**config.mk**
```make
export PLATFORM = sky130hd
export DESIGN_NAME = jk_machine_sequencer
export DESIGN_NICKNAME = d
export VERILOG_FILES = /design/src/rtl/jk_machine_sequencer.sv
export SDC_FILE = /design/constraint.sdc
export NUM_CORES = 1
export LEC_CHECK = 0
export CAP_MARGIN = 15
export CORE_MARGIN = 2
export CORE_UTILIZATION = 55
export CTS_BUF_LIST = sky130_fd_sc_hd__clkbuf_8
export DETAILED_ROUTE_END_ITERATION = 8
export PLACE_DENSITY = 0.87
export SLEW_MARGIN = 20
export SYNTH_ARGS = -nofsm -noshare
export SYNTH_HDL_FRONTEND = slang
export SYNTH_SLANG_ARGS = --single-unit
export TNS_END_PERCENT = 20
```
**constraint.sdc**
```tcl
create_clock -name CLK -period 3.2 [get_ports CLK]
set_clock_uncertainty 0.15 [all_clocks]
set_input_delay 0.32 -clock CLK [delete_from_list [all_inputs] [get_ports CLK]]
set_output_delay 0.32 -clock CLK [all_outputs]
set_load 0.1 [all_outputs]
```
**src/rtl/jk_machine_sequencer.sv**
```systemverilog
// Bring-up sequencer for one serial Moore FSM: resets it, streams pattern bits MSB first
// (pattern[PAT_W-1] downward), counts F-high samples. Optional JK_SEQ_STATE_CHECK_EN adds a post-reset S check.
module jk_machine_sequencer #(
   parameter int unsigned PAT_W   = 16,
   parameter int unsigned CNT_W   = 8,
   parameter int unsigned RST_CYC = 2
) (
   input  logic                       CLK,
   input  logic                       RESET,
   input  logic                       start,
   input  logic [PAT_W-1:0]           pattern,
   input  logic [$clog2(PAT_W+1)-1:0] len,
   output logic                       busy,
   output logic                       done,
   output logic [CNT_W-1:0]           hit_count,
   output logic                       err,
   output logic                       mach_reset,
   output logic                       x_out,
   input  logic                       f_in,
   input  logic [2:0]                 s_in
);

   localparam int unsigned LEN_W = $clog2(PAT_W + 1);
   localparam int unsigned RC_W  = (RST_CYC < 2) ? 1 : $clog2(RST_CYC);
   localparam logic [LEN_W-1:0] LEN_MAX = LEN_W'(PAT_W);
   localparam logic [CNT_W-1:0] HIT_MAX = '1;
   localparam logic [RC_W-1:0]  RC_LAST = RC_W'(RST_CYC - 1);

   typedef enum logic [2:0] {S_IDLE, S_MRST, S_RUN, S_DRAIN, S_DONE} state_t;

   state_t            state_q, state_nx;
   logic [PAT_W-1:0]  pat_q;
   logic [LEN_W-1:0]  rem_q;
   logic [RC_W-1:0]   rcnt_q;
   logic              first_q;
   logic              capture, load_bit, sample;
   logic              busy_nx, done_nx, mrst_nx, x_nx;

   // State register
   always_ff @(posedge CLK) begin
      if (RESET) state_q <= S_IDLE;
      else       state_q <= state_nx;
   end

   // Next-state logic; rem_q counts bits not yet placed on x_out
   always_comb begin
      state_nx = state_q;
      case (state_q)
         S_IDLE:  if (start) state_nx = (len == '0) ? S_DONE : S_MRST;
         S_MRST:  if (rcnt_q == RC_LAST) state_nx = S_RUN;
         S_RUN:   if (rem_q == '0) state_nx = S_DRAIN;
         S_DRAIN: state_nx = S_DONE;
         S_DONE:  state_nx = S_IDLE;
         default: state_nx = S_IDLE;
      endcase
   end

   // Output/datapath controls, computed from the next state so outputs can be registered
   always_comb begin
      capture  = (state_q == S_IDLE) && start;
      load_bit = (state_nx == S_RUN);
      sample   = ((state_q == S_RUN) && !first_q) || (state_q == S_DRAIN);
      busy_nx  = (state_nx != S_IDLE);
      done_nx  = (state_nx == S_DONE);
      mrst_nx  = !((state_nx == S_RUN) || (state_nx == S_DRAIN));
      x_nx     = load_bit ? pat_q[PAT_W-1] : 1'b0;
   end

   always_ff @(posedge CLK) begin
      if (RESET) begin
         busy       <= 1'b0;
         done       <= 1'b0;
         mach_reset <= 1'b1;
         x_out      <= 1'b0;
         hit_count  <= '0;
         pat_q      <= '0;
         rem_q      <= '0;
         rcnt_q     <= '0;
         first_q    <= 1'b0;
      end else begin
         busy       <= busy_nx;
         done       <= done_nx;
         mach_reset <= mrst_nx;
         x_out      <= x_nx;
         first_q    <= (state_q == S_MRST) && (state_nx == S_RUN);
         rcnt_q     <= (state_q == S_MRST) ? rcnt_q + RC_W'(1) : '0;
         if (capture) begin
            pat_q     <= pattern;
            rem_q     <= (len > LEN_MAX) ? LEN_MAX : len;
            hit_count <= '0;
         end else begin
            if (load_bit) begin
               pat_q <= pat_q << 1;
               rem_q <= rem_q - LEN_W'(1);
            end
            if (sample && f_in && (hit_count != HIT_MAX))
               hit_count <= hit_count + CNT_W'(1);
         end
      end
   end

`ifdef JK_SEQ_STATE_CHECK_EN
   // FSM must report S==0 on the first cycle out of reset
   always_ff @(posedge CLK) begin
      if (RESET)                                             err <= 1'b0;
      else if (capture)                                      err <= 1'b0;
      else if ((state_q == S_RUN) && first_q && (s_in != 3'b000)) err <= 1'b1;
   end
`else
   logic unused_s;
   assign unused_s = ^s_in;
   assign err      = 1'b0;
`endif

endmodule

```
==> run summary <==
• 5.87 mm — first-pass GRT wire length
• 60.8 um — die extent in x
• 0 — number of enable-type register cells in the synthesized netlist
• 3.75 mm — aggregate routed wire length
• 2110 um^2 — placed instance area
• dfxtp_1 — leading cell type in the layout, fill and taps excluded
• 38 — CTS Sinks
• 5 — total clock buffers created by CTS
• 0 — hold violation total from the final report
• dfxtp_1 — Most used DFF post-synth
• 1636 — via count
• 0.000811 W — Internal Pwr Total
• 48.0% — portion of total power attributed to sequential cells
• clkbuf_8 — buffer cell driving the clock tree root
• 1 — number of buffers and inverters on the critical path
• buffers and inverters — cell family with most CP delay
• 2730 ps — required arrival time at the worst endpoint
• 0% — Async SR Flop Fraction
• 3050 um^2 — area of the core region
• complete, no violations — outcome
• 310 ps — final worst hold slack
• 1780 um^2 — cell area after synthesis
• 0 — final count of pins violating max slew
• 2 — Max H-tree Level
• 45 — post-synthesis cell type count
• 35.3% — worst slew margin relative to its limit
• 1160 ps — delay of the slowest critical-path stage
• 0 — Post-CTS Hold Buffers
• 72.9% — ratio of final minimum period to clock period
• reg -> reg — type of the tightest min-delay check
• 21.6% — combined global-route utilization of all metal layers
• 99 — Detailed Route Iter0 Violations
• 0.000284 W — switching power summed over all nets
• 0 — count of final setup violators
• flip-flop — critical path startpoint category
• 867 ps — post-route setup slack
• 3700 um^2 — area of the die
• 13.2 um — drt wl/cell
• 0 — antenna diode instance count
• 24.9% — area overhead of the layout relative to synthesis
• 904 ps — post-placement setup slack
• 5.76 — number of vias per cell after detailed routing
• 58.2% — Initial Utilization
• 20 — row count
• clkdlybuf4s50_1 — chain of cells forming the critical path
• no — unrepaired setup endpoints after global routing
• reg -> out — type of the worst setup path
• 8.33% — share of post-route cells with drive strength above 1
• 0 — Final ANT Viol Nets
• 80 ps — clock transition at the register clock pins on the worst setup and hold paths after CTS
• 26 — pin count of the biggest net entering global routing
• 35.9% — relative contribution of the clock network to total power
• 60.8 um — Die H
• 240 — net count after synthesis
• 0 — number of antenna violations at the first check in global routing
• 36 — Port Buffer Count
• 2330 ps — clock period minus worst slack
• 209 — number of cells produced by synthesis
• 0.00109 W — sum of internal, switching and leakage power
• 4 — number of search-and-repair iterations in the first detailed-routing pass
• 4 — maximum fanout encountered on the critical timing path
• 2 — clk buf depth
• 1860 ps — crit path DAT
• 0 — Maximum Capacitance Violations
• 240 — fill count
• 0.828 nW — Lkg Pwr
• 1348 — vias in the first global route
• output port — CP endpoint kind
• clkdlybuf4s50_1 — CP max stage cell
• 2220 um^2 — Non-Filler Cell Area, Final
• 0 — post_cts resized
• 0.778 — gpl congestion
• 493 nW/um^2 — areal power density over the cells
• 290 ps — insertion delay to the later sink of the worst-skew pair
• 0 — count of yosys warnings during synthesis
• 25.9% — fraction of power spent switching nets
• 38 — register bit total from synthesis
• 0 — remaining routing DRC violations
• 38 x dfxtp_1, 31 x clkdlybuf4s50_1, 26 x nor2_1 — most frequent cells in the layout
• 8.50 um^2 — average cell area after synthesis
• 2.57 mm — total half-perimeter wirelength after legalization and detailed placement
• yes — clock tree from TritonCTS
• 41 — num ports
• 967 ps — Worst Max-Slew Pin Slew
• 0 — aggregate global routing overflow
• 42.8% — sequential area share after synthesis
• 16.1% — fraction of power consumed by combinational cells
• 0.430 mV — worst vdd rail ir drop
• 0 ps — Setup Total Neg Slack
• 429 MHz — maximum operating frequency
• 270 — fin nets
• 0 — setup bufs post-CTS
per-stage QoR:
step	cells	utilization (%)
floorplan	209	-
global route	284	72.7
global placement	276	69.2
detailed placement	276	69.2
CTS	284	72.7
finish	284	72.7
Yosys cell counts, types with 3 or more instances:
library cell | n | area share, %
dfxtp_1 | 38 | 43
nor2_1 | 26 | 5.5
a21oi_1 | 23 | 6.5
nand2_1 | 19 | 4.0
a211oi_1 | 16 | 6.8
buf_2 | 9 | 2.5
inv_1 | 8 | 1.7
nand3_1 | 8 | 2.3
or4_1 | 5 | 2.1
clkbuf_1 | 4 | 0.84
or3_1 | 4 | 1.4
ha_1 | 3 | 2.1
nand2b_1 | 3 | 1.1
o21ai_0 | 3 | 0.84
o31ai_1 | 3 | 1.3
power groups by stage:
| stage | clock [W] | sequential, W | combinational [W] |
|---|---|---|---|
| after global routing | 0.000417 | 0.000529 | 0.000195 |
| after CTS | 0.000393 | 0.000525 | 0.000178 |
| final | 0.000393 | 0.000525 | 0.000177 |
| after global placement | 0 | 0.000535 | 0.000172 |
| after detailed placement | 0 | 0.000535 | 0.000177 |
| after floorplan | 0 | 0.000540 | 0.000116 |
cell families after synthesis:
family / after synthesis / share of synthesized area [%]
compound gates: 59 / 22.3
xor+xnor: 2 / 0.986
fa+ha+maj: 3 / 2.11
buf+inv: 24 / 6.76
flops: 38 / 42.8
mux: 2 / 1.13
other cells: 1 / 0.211
simple gates: 80 / 23.7
sequential cells by signal (all words and copies together) (netlist names):
register,flops
rem_q,5
rcnt_q,1
done,1
mach_reset,1
x_out,1
first_q,1
hit_count,8
busy,1
state_q,3
pat_q,16
layer usage:
| metal | up-vias | wire, um | GRT usage (%) |
|---|---|---|---|
| li1 | 803 | - | - |
| met1 | 771 | 1640 | 27.0 |
| met2 | 51 | 1800 | 33.9 |
| met3 | 11 | 215 | 5.33 |
| met4 | 0 | 96 | 12.1 |
| met5 | - | 0 | 0 |
cell type report:
| cell class | count | area (um^2) | share of cell area [%] |
|---|---|---|---|
| Multi-Input combinational cell | 147 | 896 | 40.4 |
| Clock buffer | 5 | 68.8 | 3.10 |
| Inverter | 8 | 30.0 | 1.35 |
| Tap cell | 44 | 55.1 | 2.48 |
| Clock inverter | 3 | 37.5 | 1.69 |
| Timing Repair Buffer | 39 | 370 | 16.7 |
| Sequential cell | 38 | 761 | 34.3 |
path summary, 6_finish.rpt:
check                                          startpoint                endpoint  slack (ps)  depth (start not counted)
worst max register to register      rem_q[0]$_SDFFE_PP0P_  pat_q[12]$_SDFFE_PP0P_         880                          6
worst min register to register      pat_q[3]$_SDFFE_PP0P_   pat_q[3]$_SDFFE_PP0P_         310                          2
worst min-delay path                pat_q[3]$_SDFFE_PP0P_   pat_q[3]$_SDFFE_PP0P_         310                          2
worst max-delay path            hit_count[1]$_SDFFE_PP0P_            hit_count[1]         870                          1
Note: power is estimated with default switching activity, not from simulation.
